## config.mk

```make
export PLATFORM = sky130hd
export DESIGN_NAME = gf_hash_acc
export DESIGN_NICKNAME = d
export VERILOG_FILES = /design/src/rtl/gf_pkg.sv /design/src/rtl/gmul32.sv /design/src/rtl/gf_hash_acc.sv
export SDC_FILE = /design/constraint.sdc
export NUM_CORES = 1
export LEC_CHECK = 0
export CAP_MARGIN = 30
export CORE_MARGIN = 1.5
export CORE_UTILIZATION = 65
export CTS_BUF_LIST = sky130_fd_sc_hd__clkbuf_4 sky130_fd_sc_hd__clkbuf_8
export DETAILED_ROUTE_END_ITERATION = 10
export PLACE_DENSITY_LB_ADDON = 0.25
export RECOVER_POWER = 100
export SLEW_MARGIN = 40
export SYNTH_ARGS = -nofsm -noshare
export SYNTH_HDL_FRONTEND = slang
export SYNTH_SLANG_ARGS = --single-unit
```

## constraint.sdc

```tcl
create_clock -name clk -period 12.7 [get_ports clk]
set_clock_uncertainty 0.05 [all_clocks]
set_input_delay 1.905 -clock clk [delete_from_list [all_inputs] [get_ports clk]]
set_output_delay 1.905 -clock clk [all_outputs]
set_load 0.02 [all_outputs]
```

## src/rtl/gf_pkg.sv

```systemverilog
// Shared widths, state encoding and the byte-serial GF(2^32) multiply step
// used by the hash accumulator and its multiplier.
package gf_pkg;

    localparam int unsigned GF_W        = 32;
    localparam int unsigned GMUL_CYCLES = 4;
    localparam int unsigned MCNT_W      = $clog2(GMUL_CYCLES);
    localparam int unsigned STEP_BITS   = GF_W / GMUL_CYCLES;

    typedef enum logic [1:0] {
        IDLE = 2'd0,
        WAIT = 2'd1,
        MUL  = 2'd2,
        DONE = 2'd3
    } gf_acc_state_t;

    // MSB-first shift-and-add over eight coefficients of b, reducing by x^32 + m.
    function automatic logic [GF_W-1:0] gf_step8(
        input logic [GF_W-1:0]      r,
        input logic [GF_W-1:0]      a,
        input logic [STEP_BITS-1:0] bits,
        input logic [GF_W-1:0]      m
    );
        logic [GF_W-1:0] t;
        t = r;
        for (int i = STEP_BITS - 1; i >= 0; i--) begin
            t = {t[GF_W-2:0], 1'b0} ^ (t[GF_W-1] ? m : '0);
            if (bits[i]) begin
                t = t ^ a;
            end
        end
        return t;
    endfunction

endpackage

```

## src/rtl/gmul32.sv

```systemverilog
// Four-cycle GF(2^32) multiplier: consumes one byte of b per cycle while req is
// held; rdy and the finished product p are presented in the fourth cycle.
module gmul32
    import gf_pkg::*;
(
    input  logic            clk,
    input  logic            rst_n,
    input  logic            req,
    input  logic [GF_W-1:0] a,
    input  logic [GF_W-1:0] b,
    input  logic [GF_W-1:0] m,
    output logic            rdy,
    output logic [GF_W-1:0] p
);

    localparam logic [MCNT_W-1:0] LAST_STEP = MCNT_W'(GMUL_CYCLES - 1);

    logic [MCNT_W-1:0]    cnt;
    logic [GF_W-1:0]      part_q;
    logic [GF_W-1:0]      part_n;
    logic [STEP_BITS-1:0] bits;

    // Byte of b consumed this cycle, most significant first.
    always_comb begin
        bits = b[31:24];
        case (cnt)
            2'd0:    bits = b[31:24];
            2'd1:    bits = b[23:16];
            2'd2:    bits = b[15:8];
            default: bits = b[7:0];
        endcase
    end

    always_comb begin
        part_n = gf_step8((cnt == '0) ? '0 : part_q, a, bits, m);
    end

    always_ff @(posedge clk or negedge rst_n) begin
        if (!rst_n) begin
            cnt    <= '0;
            part_q <= '0;
        end else if (req) begin
            cnt    <= MCNT_W'(cnt + 1'b1);
            part_q <= part_n;
        end else begin
            cnt    <= '0;
        end
    end

    assign rdy = req && (cnt == LAST_STEP);
    assign p   = part_n;

endmodule

```

## src/rtl/gf_hash_acc.sv

```systemverilog
// Horner polynomial-hash accumulator over GF(2^32): Y <- (Y ^ X_i) * H mod m,
// one word per multiplier pass, result returned on a valid/ready port.
module gf_hash_acc
    import gf_pkg::*;
(
    input  logic            clk,
    input  logic            rst,
    input  logic            start,
    input  logic [GF_W-1:0] key,
    input  logic [GF_W-1:0] m,
    input  logic            in_valid,
    output logic            in_ready,
    input  logic [GF_W-1:0] in_data,
    input  logic            in_last,
    output logic            out_valid,
    input  logic            out_ready,
    output logic [GF_W-1:0] out_data,
    output logic            busy
);

    localparam logic [MCNT_W-1:0] LAST_STEP = MCNT_W'(GMUL_CYCLES - 1);

    gf_acc_state_t     state;
    gf_acc_state_t     state_n;
    logic [GF_W-1:0]   acc;
    logic [GF_W-1:0]   op_q;
    logic [GF_W-1:0]   key_q;
    logic [GF_W-1:0]   m_q;
    logic              last_q;
    logic [MCNT_W-1:0] mcnt;

    logic              req;
    logic              rdy;
    logic [GF_W-1:0]   p;
    logic              load;
    logic              accept;
    logic              capture;
    logic              mul_done;

    assign req = (state == MUL);
    // The final multiplier cycle is trusted even if rdy is missing.
    assign mul_done = rdy || (mcnt == LAST_STEP);

    gmul32 gmul32_i (
        .clk   (clk),
        .rst_n (~rst),
        .req   (req),
        .a     (op_q),
        .b     (key_q),
        .m     (m_q),
        .rdy   (rdy),
        .p     (p)
    );

    always_comb begin
        state_n = state;
        load    = 1'b0;
        accept  = 1'b0;
        capture = 1'b0;
        case (state)
            IDLE: begin
                if (start) begin
                    load    = 1'b1;
                    state_n = WAIT;
                end
            end
            WAIT: begin
                if (in_valid) begin
                    accept  = 1'b1;
                    state_n = MUL;
                end
            end
            MUL: begin
                if (mul_done) begin
                    capture = 1'b1;
                    state_n = last_q ? DONE : WAIT;
                end
            end
            DONE: begin
                if (out_ready) begin
                    state_n = IDLE;
                end
            end
            default: state_n = IDLE;
        endcase
    end

    // Outputs are registered from the next state so they line up with it.
    always_ff @(posedge clk) begin
        if (rst) begin
            state     <= IDLE;
            acc       <= '0;
            op_q      <= '0;
            key_q     <= '0;
            m_q       <= '0;
            last_q    <= 1'b0;
            mcnt      <= '0;
            in_ready  <= 1'b0;
            out_valid <= 1'b0;
            out_data  <= '0;
            busy      <= 1'b0;
        end else begin
            state     <= state_n;
            in_ready  <= (state_n == WAIT);
            out_valid <= (state_n == DONE);
            busy      <= (state_n != IDLE);
            if (load) begin
                key_q <= key;
                m_q   <= m;
                acc   <= '0;
            end
            if (accept) begin
                op_q   <= acc ^ in_data;
                last_q <= in_last;
                mcnt   <= '0;
            end else if (req) begin
                mcnt <= MCNT_W'(mcnt + 1'b1);
            end
            if (capture) begin
                acc <= p;
                if (last_q) begin
                    out_data <= p;
                end
            end
        end
    end

`ifndef SYNTHESIS
    // The multiplier must finish exactly on our last counted cycle.
    always_ff @(posedge clk) begin
        if (!rst && state == MUL && mcnt == LAST_STEP) begin
            assert (rdy)
            else $error("gf_hash_acc: gmul32 rdy missing on final step");
        end
    end
`endif

endmodule

```

==> results summary, run 1 <==
The vertical extent of the die came out at 155.6 um. After synthesis the cells add up to 0.01514 mm2. The setup slack after placement came out at 6.285 ns.

STA classifies the critical path startpoint as a register. The cell area after placement came out at 0.01664 mm2. The register bit total from synthesis came out at 202. The post-layout worst setup margin is 3.690 ns. The synthesized design contains 0 enable-type register cells.

The largest fanout on the critical path came out at 21. The worst setup path is of the reg2reg kind. Input and output buffers added on the ports amount to 136. For this run, the top clock speed supported by timing is 0.1110 GHz. The share of final-layout standard cells stronger than drive strength 1 is 5.943%. The total count of hold-check failures in the final report is 0. The first-pass GRT wire length came out at 66.12 mm. The global routing met1 resource utilization is 42.12%. The post-detailed-route DRC marker count came out at 0. Post-CTS repair changed the size of 0 cells. TritonCTS built the clock tree.

The cell type with the largest total area after synthesis is dfxtp_1. The dominant register cell in the synthesized netlist is dfxtp_1. The pre-antenna-repair detailed-routing pass consisted of 9 iterations. The average routed wire per standard cell came out at 17.36 um. The run finished, with violations left. The number of sinks on the clock net came out at 202. The summed area of non-filler cells in the final layout is 0.01726 mm2. 0 antenna diodes ended up in the layout. Data on the critical path is required at its endpoint by 12.89 ns. Across the VDD grid, the largest voltage drop is 0.1193 mV. The maximum single-stage delay on the critical path is 1.35 ns. The effective utilization at floorplan is 66.48%.

Sequential elements use 27.83% of the synthesized area. Headroom to the max-slew limit came out at -145.1%. For the worst-skew pair, the clock arrives at the later sink with an insertion delay of 0.54 ns. When the netlist entered floorplanning its net count stood at 2114. The count of yosys warnings during synthesis came out at 0. The area share of the largest cell type after synthesis is 22.21%.

The total detailed-routing wirelength is 41.07 mm. The worst hold path belongs to the class reg2reg. Walking the worst path, the cells encountered are inv_1 > ha_1 > buf_4 > a22oi_1 > a211oi_1 > xnor2_4 > clkbuf_1 > nand4_1 > o21ai_0 > xor2_1 > xor2_1 > xnor2_1 > buf_8 > a21oi_1 > a311oi_1 > clkbuf_1 > o21ai_0 > xnor2_1 > a211oi_1. The standard cell with the maximum stage delay on the critical path is xnor2_1.

For met3 alone, demand over resource in global routing was 6.861%. The transition time at the pin with the least slew margin came out at 3.676 ns. Setup violations remaining at the end of the flow were counted as 0. The total number of nets in the final design came out at 2136.

The initial detailed-routing violation count came out at 1013. The maximum root-to-sink buffer count came out at 3. The detailed-placement wirelength estimate came out at 28.54 mm. The number of library cell types mapped by synthesis is 57. The share of flip-flops with an asynchronous set or reset is 16.83%. By area the synthesized netlist is led by dfxtp_1, xnor2_1, nand2_1, xor2_1, dfrtp_1. Setup repair after global routing left no endpoint under its margin. The global-route total usage across every layer is 33.89%.

The final reports fail on capacitance limit, slew limit. The via count of the first global-routing pass came out at 13410. The instance count of the mapped netlist is 2006. The final critical path takes up 70.94% of the cycle. 137 I/O pins were placed. Entering global routing, the biggest net connects 86 pins. The total CTS buffers came out at 34. The number of setup buffers added after CTS is 0. The die area is 0.02422 mm2.

The average cell area after synthesis is 7.548 um2. The total congestion overflow came out at 0. The count of nets left with antenna violations once routing finished came out at 0. The via density per instance came out at 5.728. The area of the placeable core is 0.02278 mm2. The leakage power summed over all cells came out at 5.829 nW.

The top cell family by delay on the critical path is compound AO/OA/AOI/OAI gates. The global routing met2 resource utilization is 57.46%. The number of standard-cell rows in the floorplan came out at 55. The H-tree was split into 2 levels.

The x dimension of the die is 155.6 um. The count of filler cells inserted in the layout came out at 1757. The total via count in the routed design came out at 13550. After routing, the total negative slack on setup checks comes to 0 ns.

The most frequently used cell type in the post-synthesis netlist is nand2_1. The number of antenna violations at the first check in global routing came out at 0. After clock tree synthesis, the flow added hold-fix buffers numbering 0. The flip-flop and latch area is 0.004214 mm2. The final max-slew violation count came to 261. The commonest cells after synthesis are nand2_1, xnor2_1, dfxtp_1.

The kind of capture point of the worst setup path is a register. The most heavily used metal layer in global routing is met2. The weighted congestion at the end of routability-driven global placement is 0.9420. The area added between synthesis and finish is 13.98%. The tree is rooted in a clkbuf_8. The clock-pin transition on the worst setup and hold timing paths came out at 0.06 ns. The worst slack on hold paths is 0.4101 ns. Max-cap violations in this run came to 5. The number of buffers and inverters on the critical path is 5. For this design the ratio of total power to cell area is 113.7 mW/mm2. STA puts the critical path data arrival time at 9.20 ns.

The area of the multi-input gates came out at 0.01023 mm2. The final period demand of the worst path is 9.010 ns.
stage by stage:
stage / power (mW) / utilization, % / std cells
detailed placement: 1.355 / 73.04 / 2304
finish: 1.962 / 75.77 / 2366
CTS: 1.976 / 76.28 / 2365
global route: 2.045 / 75.77 / 2366
floorplan: 1.181 / - / 2006
global placement: 1.325 / 72.50 / 2297
cell usage in the layout (no fill, tap or decap), types with 4 or more instances in the layout:
cell and n:
buf_4 18, and3b_1 4, a21oi_2 6, inv_1 12, o21ai_2 4, xnor3_1 8, a21oi_1 72, a211oi_2 8
o31ai_1 4, a21boi_0 5, dlygate4sd3_1 35, clkbuf_8 43, a222oi_1 5, xor3_1 28, clkinv_2 6, nor2b_1 11
nor2_1 104, a211oi_1 65, nand2_1 621, xor2_1 103, nor3_1 4, dfrtp_1 34, o21ai_1 20, dfxtp_1 168
nand2b_1 5, o21ai_0 110, ha_1 6, clkdlybuf4s50_1 100, clkbuf_1 7, mux2i_1 4, xnor2_1 358, clkbuf_4 7
layer usage:
| metal | wire length (um) | share of wire [%] | up-vias |
|---|---|---|---|
| met2 | 19390 | 47 | 591 |
| met1 | 16890 | 41 | 6406 |
| met5 | 0 | 0 | - |
| met3 | 3568 | 8.7 | 118 |
| li1 | - | - | 6438 |
| met4 | 1221 | 3.0 | 0 |
power by group:
group	internal, mW	leakage, nW	switching [mW]
clock	0.350	0.388	0.271
combinational	0.249	3.61	0.308
sequential	0.697	1.83	0.0875
total	1.30	5.83	0.667
cell type report:
class / instances / share of cell area (%)
clock buffer: 50 / 3.733
clock inverter: 11 / 0.5365
inverter: 12 / 0.2610
multi-input combinational: 1612 / 59.28
sequential: 202 / 24.42
tap: 313 / 2.269
timing repair buffer: 166 / 9.504
cells by family after synthesis:
| group | synth area share [%] |
|---|---|
| simple gates | 20.21 |
| flops | 27.83 |
| mux | 0.3388 |
| xor+xnor | 32.83 |
| compound gates | 13.30 |
| fa+ha+maj | 0.4958 |
| buf+inv | 4.999 |
tightest hold or removal path, stage by stage, from the launching register on:
cell and delay, ns:
dfxtp_1 0.31, nand2_1 0.05, a21oi_1 0.05
path summary, 6_finish.rpt:
| path | start | end | slack [ns] | cells past startpoint |
|---|---|---|---|---|
| setup / recovery | gmul32_i.cnt[0] | out_data[30] | 3.69 | 19 |
| hold / removal | key_q[28] | key_q[28] | 0.41 | 2 |
| setup reg to reg | gmul32_i.cnt[0] | out_data[30] | 3.69 | 19 |
| hold reg to reg | key_q[28] | key_q[28] | 0.41 | 2 |
| max in group asynchronous | rst | gmul32_i.part_q[16] | 7.84 | 3 |
| min in group asynchronous | rst | gmul32_i.part_q[0] | 3.37 | 3 |
state kept, by name (all words and copies together) (netlist names):
signal	count
acc	32
busy	1
gmul32_i.cnt	2
gmul32_i.part_q	32
in_ready	1
key_q	32
last_q	1
m_q	32
mcnt	2
op_q	32
out_data	32
out_valid	1
state	2
(Power assumes the default switching activity.)
==> inputs of run 2 (changes only) <==
--- a/config.mk
+++ b/config.mk
@@ -7,7 +7,7 @@
 export LEC_CHECK = 0
 export CAP_MARGIN = 30
 export CORE_MARGIN = 1.5
-export CORE_UTILIZATION = 65
+export CORE_UTILIZATION = 61
 export CTS_BUF_LIST = sky130_fd_sc_hd__clkbuf_4 sky130_fd_sc_hd__clkbuf_8
 export DETAILED_ROUTE_END_ITERATION = 10
 export PLACE_DENSITY_LB_ADDON = 0.25
==> constraint.sdc (replaced) <==
create_clock -name clk -period 8.3 [get_ports clk]
set_clock_uncertainty 0.05 [all_clocks]
set_input_delay 1.245 -clock clk [delete_from_list [all_inputs] [get_ports clk]]
set_output_delay 1.245 -clock clk [all_outputs]
set_load 0.02 [all_outputs]
==> results summary, run 2 (same netlist as run 1, synthesis figures left out) <==
The flow ran to the end, but the final reports show violations. The final reports fail on capacitance limit, slew limit. The total congestion overflow is 0 (unchanged).

The share of the cycle needed by the critical path after routing was 85.78% (+15 points). The top cell family by delay on the critical path is XOR/XNOR gates. The via count of the first global-routing pass is 13090 (-2.4%).

The top layer used by detailed routing is met4. The detailed route wirelength on metal3 came out at 3.311 mm (-7.2%). Setup repair after global routing left no endpoint under its margin.

The transition time at the pin with the least slew margin was 3.323 ns (-0.3535 ns). The worst reg2reg path depth was 19 (unchanged). The worst hold path cell count was 2 (unchanged). The share of final-layout standard cells stronger than drive strength 1 came to 6.235% (+0.29 points).

The post-CTS repair timing setup buffer count is 0 (unchanged). The effective utilization at floorplan is 62.26% (-4.2 points). The area added between synthesis and finish came out at 14.63%. The setup-violating endpoint count in the final report is 0 (unchanged). The maximum number of pins on one net before global-route repair came out at 76 (-12%). The first-pass GRT wire length came to 66.96 mm (+1.3%). The switching share of total power is 33.14% (-0.85 points).

The count of boundary I/O pins was 137 (unchanged). The total via count in the routed design is 13500 (-0.41%). The x dimension of the die came out at 160.6 um (+3.2%). The power dissipated by switching net loads came to 1.016 mW (+52%). The weighted congestion at the end of routability-driven global placement is 0.9136 (-3.0%). The most numerous cell type found on the critical path is xor3_1. The reg-to-reg setup timing slack came out at 1.18 ns (-2.51 ns). The post-detailed-route DRC marker count came out at 0 (unchanged). The wire length on met1 is 17.58 mm (+4.1%).

The total count of hold-check failures in the final report was 0 (unchanged). The leakage power summed over all cells is 5.860 nW (+0.52%). The max-cap violation count was 4 (-1). STA classifies the critical path endpoint as a register.

The total detailed-routing wirelength is 40.78 mm (-0.69%). The worst voltage drop across the vdd grid came out at 0.1601 mV (+34%). In this run the critical register-to-register path is captured at out_data[7]. The final max-slew violation count is 244 (-6.5%). The design internal power came out at 2.051 mW (+58%). The post-cts gate resize count came out at 0 (unchanged). The critical path is of the reg2reg type. The count of filler cells inserted in the layout is 1932 (+10%). STA classifies the critical path startpoint as a register.

The flip-flop and latch area is 0.004214 mm2 (unchanged). The total number of nets in the final design is 2137 (+0.047%). The via density per instance came out at 5.676 (-0.92%). The power per unit of standard cell area came out at 176.7 mW/mm2 (+55%). The area of the multi-input gates came out at 0.01026 mm2 (+0.30%). The hold buffer count at CTS was 0 (unchanged). The portion of total power attributed to combinational logic was 27.8% (-0.6 points). The clock network latency to the later pin of the worst-skew pair came to 0.54 ns (about the same).

Leaving out fill and tap cells, the most frequent cell in the layout is nand2_1. The accumulated negative setup slack is 0 ns (unchanged). The number of sinks on the clock net came out at 202 (unchanged). The number of antenna violations at the first check in global routing is 0 (unchanged).

The maximum root-to-sink buffer count is 3 (unchanged). The worst register-to-register path begins at gmul32_i.cnt[0]. The number of standard-cell rows in the floorplan is 57 (+3.6%). The area of the placeable core is 0.02432 mm2 (+6.8%). The routed wire length on met2 is 18.87 mm (-2.7%). The relative max-transition margin is -121.5% (+24 points). TritonCTS built the clock tree.

The largest fanout on the critical path came out at 32 (+52%). The vertical extent of the die is 160.6 um (+3.2%). The worst path arrival time is 7.35 ns (-1.85 ns). The power share of the clock group is 33.2% (+1.6 points). The total CTS buffers is 34 (unchanged). The startpoint identified for the worst hold timing path is key_q[18]. The average routed wire per standard cell is 17.15 um (-1.2%). The critical path goes through inv_1 > ha_1 > buf_4 > a22oi_1 > a211oi_1 > xor3_1 > nand3_1 > o221ai_1 > xnor2_1 > buf_8 > nand2_1 > xor3_1 > nor3_4 > clkbuf_1 > buf_6 > o21ai_0 > xor3_1 > xnor2_1 > a211oi_2. The final standard cell utilization of the core came out at 71.37% (-4.4 points). The achievable frequency came out at 0.1404 GHz (+27%). The number of input and output port buffers inserted is 136 (unchanged). The first-pass iteration count of the detailed router was 5 (-4). The count of nets left with antenna violations after detail routing came out at 0 (unchanged). The maximum level of the CTS H-tree is 2 (unchanged). The detailed-placement wirelength estimate is 27.59 mm (-3.3%). In the layout the commonest cells are nand2_1, xnor2_1, dfxtp_1. The standard cell with the maximum stage delay on the critical path is xnor2_1. The clock-pin transition on the worst setup and hold timing paths is 0.06 ns (about the same).

The sequential cell fraction of total power was 38.9% (-1.1 points). The worst endpoint required time is 8.53 ns (-4.36 ns). The die area is 0.02578 mm2 (+6.4%). The class of the tightest hold or removal check is reg2reg.

The initial detailed-routing violation count is 1039 (+2.6%). Clock tree synthesis selected as its root buffer the cell clkbuf_8. The global-route total usage across every layer came out at 31.83% (-2.1 points). The path with the worst hold slack has its endpoint at key_q[18].

The maximum single-stage delay on the critical path is 1.10 ns (-0.25 ns). The final period demand of the worst path came out at 7.120 ns (-1.889 ns). The number of buffers and inverters on the critical path came to 5 (unchanged).
-- run 2: cell types whose count changed in the layout (fill, tap and decap cells not counted), sizes merged --
cell,delta
buf,+3
clkinv,-4
diode,+1
inv,-1
bufinv,+2
-- run 2: area by class of cell --
type	count	share of cell area (%)
clock buffer	52	3.799
sequential	202	24.28
inverter	12	0.2595
tap	324	2.335
multi-input combinational	1612	59.12
clock inverter	8	0.7136
timing repair buffer	167	9.479
antenna	1	0.01442
-- run 2: how the worst max path moves through the flow --
stage / endpoint / cells after the start / from / slack (ns)
6_report: out_data[7] / 19 / gmul32_i.cnt[0] / 1.18
2_1_floorplan: acc[8] / 17 / gmul32_i.cnt[0] / 3.91
4_1_cts: gmul32_i.part_q[8] / 18 / gmul32_i.cnt[0] / 2.14
3_5_place_dp: gmul32_i.part_q[8] / 18 / gmul32_i.cnt[0] / 2.18
5_1_grt: out_data[8] / 19 / gmul32_i.cnt[0] / 0.84
3_3_place_gp: out_data[29] / 17 / gmul32_i.cnt[0] / 2.10
-- run 2: worst min-delay path, stage by stage, from the launching register on --
cell     delay, ns
dfxtp_1       0.31
nand2_1       0.05
a21oi_1       0.05
-- run 2: layer usage --
metal  up-vias  track usage (%)
met5         -                0
met2       534            52.50
li1       6447                -
met1      6424            42.38
met4         0            10.03
met3        92            5.733
-- run 2: power groups by stage --
stage	clock, mW	combinational [mW]	sequential [mW]
6_report	1.02	0.853	1.19
5_1_grt	1.08	0.925	1.21
4_1_cts	1.03	0.861	1.19
3_5_place_dp	0	0.856	1.21
3_3_place_gp	0	0.820	1.21
2_1_floorplan	0	0.679	1.13
-- run 2: per-stage QoR --
| step | worst slack, ns | cells | power [mW] | hold WS (ns) | cell area (um2) |
|---|---|---|---|---|---|
| detailed placement | 2.182 | 2316 | 2.065 | 0.4038 | 16660 |
| finish | 1.180 | 2378 | 3.067 | 0.4119 | 17360 |
| global route | 0.8409 | 2377 | 3.208 | 0.4275 | 17360 |
| floorplan | 3.906 | 2006 | 1.807 | 0.3857 | 15140 |
| global placement | 2.104 | 2307 | 2.029 | 0.3953 | 16530 |
| CTS | 2.137 | 2376 | 3.081 | 0.4118 | 17440 |
==> inputs of run 3 (changes only) <==
--- a/config.mk
+++ b/config.mk
@@ -11,7 +11,7 @@
 export CTS_BUF_LIST = sky130_fd_sc_hd__clkbuf_4 sky130_fd_sc_hd__clkbuf_8
 export DETAILED_ROUTE_END_ITERATION = 10
 export PLACE_DENSITY_LB_ADDON = 0.25
-export RECOVER_POWER = 100
+export RECOVER_POWER = 25
 export SLEW_MARGIN = 40
 export SYNTH_ARGS = -nofsm -noshare
 export SYNTH_HDL_FRONTEND = slang
==> results summary, run 3 (same netlist as run 1, synthesis figures left out) <==
In the layout the commonest cells are nand2_1, xnor2_1, dfxtp_1. The maximum single-stage delay on the critical path came out at 0.83 ns (-0.27 ns). The count of boundary I/O pins is 137 (unchanged). The worst setup path is launched from a register. The worst reg2reg path depth was 18 (-1).

The maximum level of the CTS H-tree came out at 2 (unchanged). The post-route total power came out at 3.085 mW (+0.58%). The post-CTS repair timing setup buffer count is 0 (unchanged). The post-detailed-route DRC marker count came out at 0 (unchanged). The share of the cycle needed by the critical path after routing is 77.35% (-8.4 points). The first-pass iteration count of the detailed router came to 7 (+2). The total congestion overflow came out at 0 (unchanged). The average routed wire per standard cell is 17.17 um (about the same). The leakage power summed over all cells came to 5.782 nW (-1.3%). The clock-pin transition on the worst setup and hold timing paths came out at 0.06 ns (about the same). The first-pass GRT wire length came out at 66.96 mm (unchanged). The die area was 0.02578 mm2 (unchanged).

The total via count in the routed design was 13450 (-0.35%). The tightest min-delay check is of the reg2reg type. The count of nets left with antenna violations after detail routing came to 0 (unchanged). The final reports fail on capacitance limit, slew limit. The number of buffers and inverters on the critical path came out at 4 (-1). The area of the placeable core is 0.02432 mm2 (unchanged). The startpoint identified for the worst hold timing path is key_q[18]. The global-route total usage across every layer is 31.83% (unchanged). The end point of the worst hold path is key_q[18].

TritonCTS built the clock tree. Traced cell by cell, the critical path runs through inv_1 > ha_1 > buf_4 > a22oi_1 > a211oi_1 > xor3_1 > nand3_1 > o221ai_1 > xnor2_4 > buf_8 > nand2_1 > xor3_1 > nand3_1 > a311oi_4 > buf_4 > o21ai_1 > xnor2_1 > o21ai_0. The total count of hold-check failures in the final report is 0 (unchanged). The accumulated negative setup slack is 0 ns (unchanged). The via count of the first global-routing pass was 13090 (unchanged).

The weighted congestion at the end of routability-driven global placement came out at 0.9136 (unchanged). The hold buffer count at CTS is 0 (unchanged). The library cell used most frequently in the layout, excluding fill and tap cells, is nand2_1. The worst path arrival time is 6.65 ns (-0.70 ns). The post-cts gate resize count is 0 (unchanged). The max-cap violation count is 4 (unchanged). The number of antenna violations at the first check in global routing is 0 (unchanged).

The worst setup path is of the reg2reg kind. The final max-slew violation count is 244 (unchanged). The launch point of the worst reg-to-reg path is gmul32_i.cnt[0]. The clock network latency to the later pin of the worst-skew pair came to 0.55 ns (about the same). The number of input and output port buffers inserted came out at 136 (unchanged). The maximum root-to-sink buffer count came to 3 (unchanged). The relative max-transition margin came to -121.2% (+0.32 points). The initial detailed-routing violation count is 1100 (+5.9%). The vertical extent of the die came out at 160.6 um (unchanged). The total CTS buffers came out at 34 (unchanged). The power per unit of standard cell area came to 176.7 mW/mm2 (about the same).

The largest fanout on the critical path was 32 (unchanged). In this run the critical register-to-register path is captured at gmul32_i.part_q[8]. The number of standard-cell rows in the floorplan came out at 57 (unchanged). The effective utilization at floorplan is 62.26% (unchanged).

The achievable frequency came to 0.1558 GHz (+11%). The maximum number of pins on one net before global-route repair is 76 (unchanged). The x dimension of the die came to 160.6 um (unchanged). The setup-violating endpoint count in the final report was 0 (unchanged). The run finished, with violations left. The total detailed-routing wirelength came out at 40.82 mm (about the same). The final period demand of the worst path came to 6.420 ns (-0.6999 ns). For this design, the slowest cell found on the critical path is a311oi_4.

The worst hold path cell count came out at 2 (unchanged). Setup repair after global routing left no endpoint under its margin. The share of final-layout standard cells stronger than drive strength 1 is 6.917% (+0.68 points). The detailed-placement wirelength estimate was 27.59 mm (unchanged). The worst endpoint required time came out at 8.53 ns (about the same). The reg-to-reg setup timing slack is 1.88 ns (+0.70 ns). The transition time at the pin with the least slew margin came out at 3.318 ns (-0.004757 ns). Grouping stages by cell kind, the critical path spends the most delay in compound AO/OA/AOI/OAI gates. The via density per instance is 5.656 (-0.35%). The worst voltage drop across the vdd grid is 0.1593 mV (-0.50%). The cell at the root of the clock tree is clkbuf_8. The area added between synthesis and finish came out at 15.30%. The total number of nets in the final design is 2137 (unchanged).

The kind of capture point of the worst setup path is a register. The number of sinks on the clock net is 202 (unchanged).
run 3: cell types whose count changed in the layout (fill, tap and decap cells not counted):
| cell | change |
|---|---|
| clkbuf_1 | -1 |
| o21ai_1 | +29 |
| buf_6 | +1 |
| o21ai_0 | -31 |
| xnor2_4 | +1 |
| xnor2_1 | -8 |
| a211oi_2 | +3 |
| dlygate4sd3_1 | -35 |
| clkdlybuf4s50_1 | +35 |
| o21ai_2 | +2 |
| a211oi_1 | -3 |
| xnor2_2 | +7 |
run 3: area by class of cell:
| type | count | area (um2) |
|---|---|---|
| sequential | 202 | 4214 |
| fill | 1912 | 6860 |
| multi-input combinational | 1612 | 10360 |
| antenna | 1 | 2.502 |
| clock buffer | 52 | 659.4 |
| inverter | 12 | 45.04 |
| clock inverter | 8 | 123.9 |
| timing repair buffer | 167 | 1653 |
| tap | 324 | 405.4 |
run 3: power breakdown:
part	switching (mW)	internal, mW
combinational	0.479	0.392
clock	0.418	0.602
sequential	0.128	1.07
total	1.02	2.06
run 3: worst max path at each step:
stage                         start            endpoint  slack (ns)  depth (start not counted)
CTS                 gmul32_i.cnt[0]  gmul32_i.part_q[8]        2.14                         18
detailed placement  gmul32_i.cnt[0]  gmul32_i.part_q[8]        2.18                         18
global route        gmul32_i.cnt[0]         out_data[8]        1.43                         18
global placement    gmul32_i.cnt[0]        out_data[29]        2.10                         17
floorplan           gmul32_i.cnt[0]              acc[8]        3.91                         17
finish              gmul32_i.cnt[0]  gmul32_i.part_q[8]        1.88                         18
run 3: metrics by stage:
step | std cells | setup WS (ns) | area (um2) | utilization, % | hold WS, ns
after floorplan | 2006 | 3.906 | 15140 | - | 0.3857
after global placement | 2307 | 2.104 | 16530 | 67.98 | 0.3953
after detailed placement | 2316 | 2.182 | 16660 | 68.51 | 0.4038
after CTS | 2376 | 2.137 | 17440 | 71.73 | 0.4118
after global routing | 2377 | 1.429 | 17460 | 71.78 | 0.4275
final | 2378 | 1.880 | 17460 | 71.79 | 0.4128
run 3: worst reg2reg max path, stage by stage, from the launching register on:
cell and delay (ns):
dfrtp_1 0.43, inv_1 0.10, ha_1 0.28, buf_4 0.40, a22oi_1 0.26, a211oi_1 0.31, xor3_1 0.61, nand3_1 0.19
o221ai_1 0.24, xnor2_4 0.50, buf_8 0.24, nand2_1 0.11, xor3_1 0.31, nand3_1 0.24, a311oi_4 0.83, buf_4 0.46
o21ai_1 0.15, xnor2_1 0.29, o21ai_0 0.14
run 3: per-layer routing:
metal / GRT usage [%] / part of all wire (%) / wire (um) / vias up
met3: 5.733 / 8.3 / 3372 / 84
li1: - / - / - / 6457
met4: 10.03 / 2.4 / 997 / 0
met5: 0 / 0 / 0 / -
met2: 52.50 / 47 / 18990 / 552
met1: 42.38 / 43 / 17460 / 6357
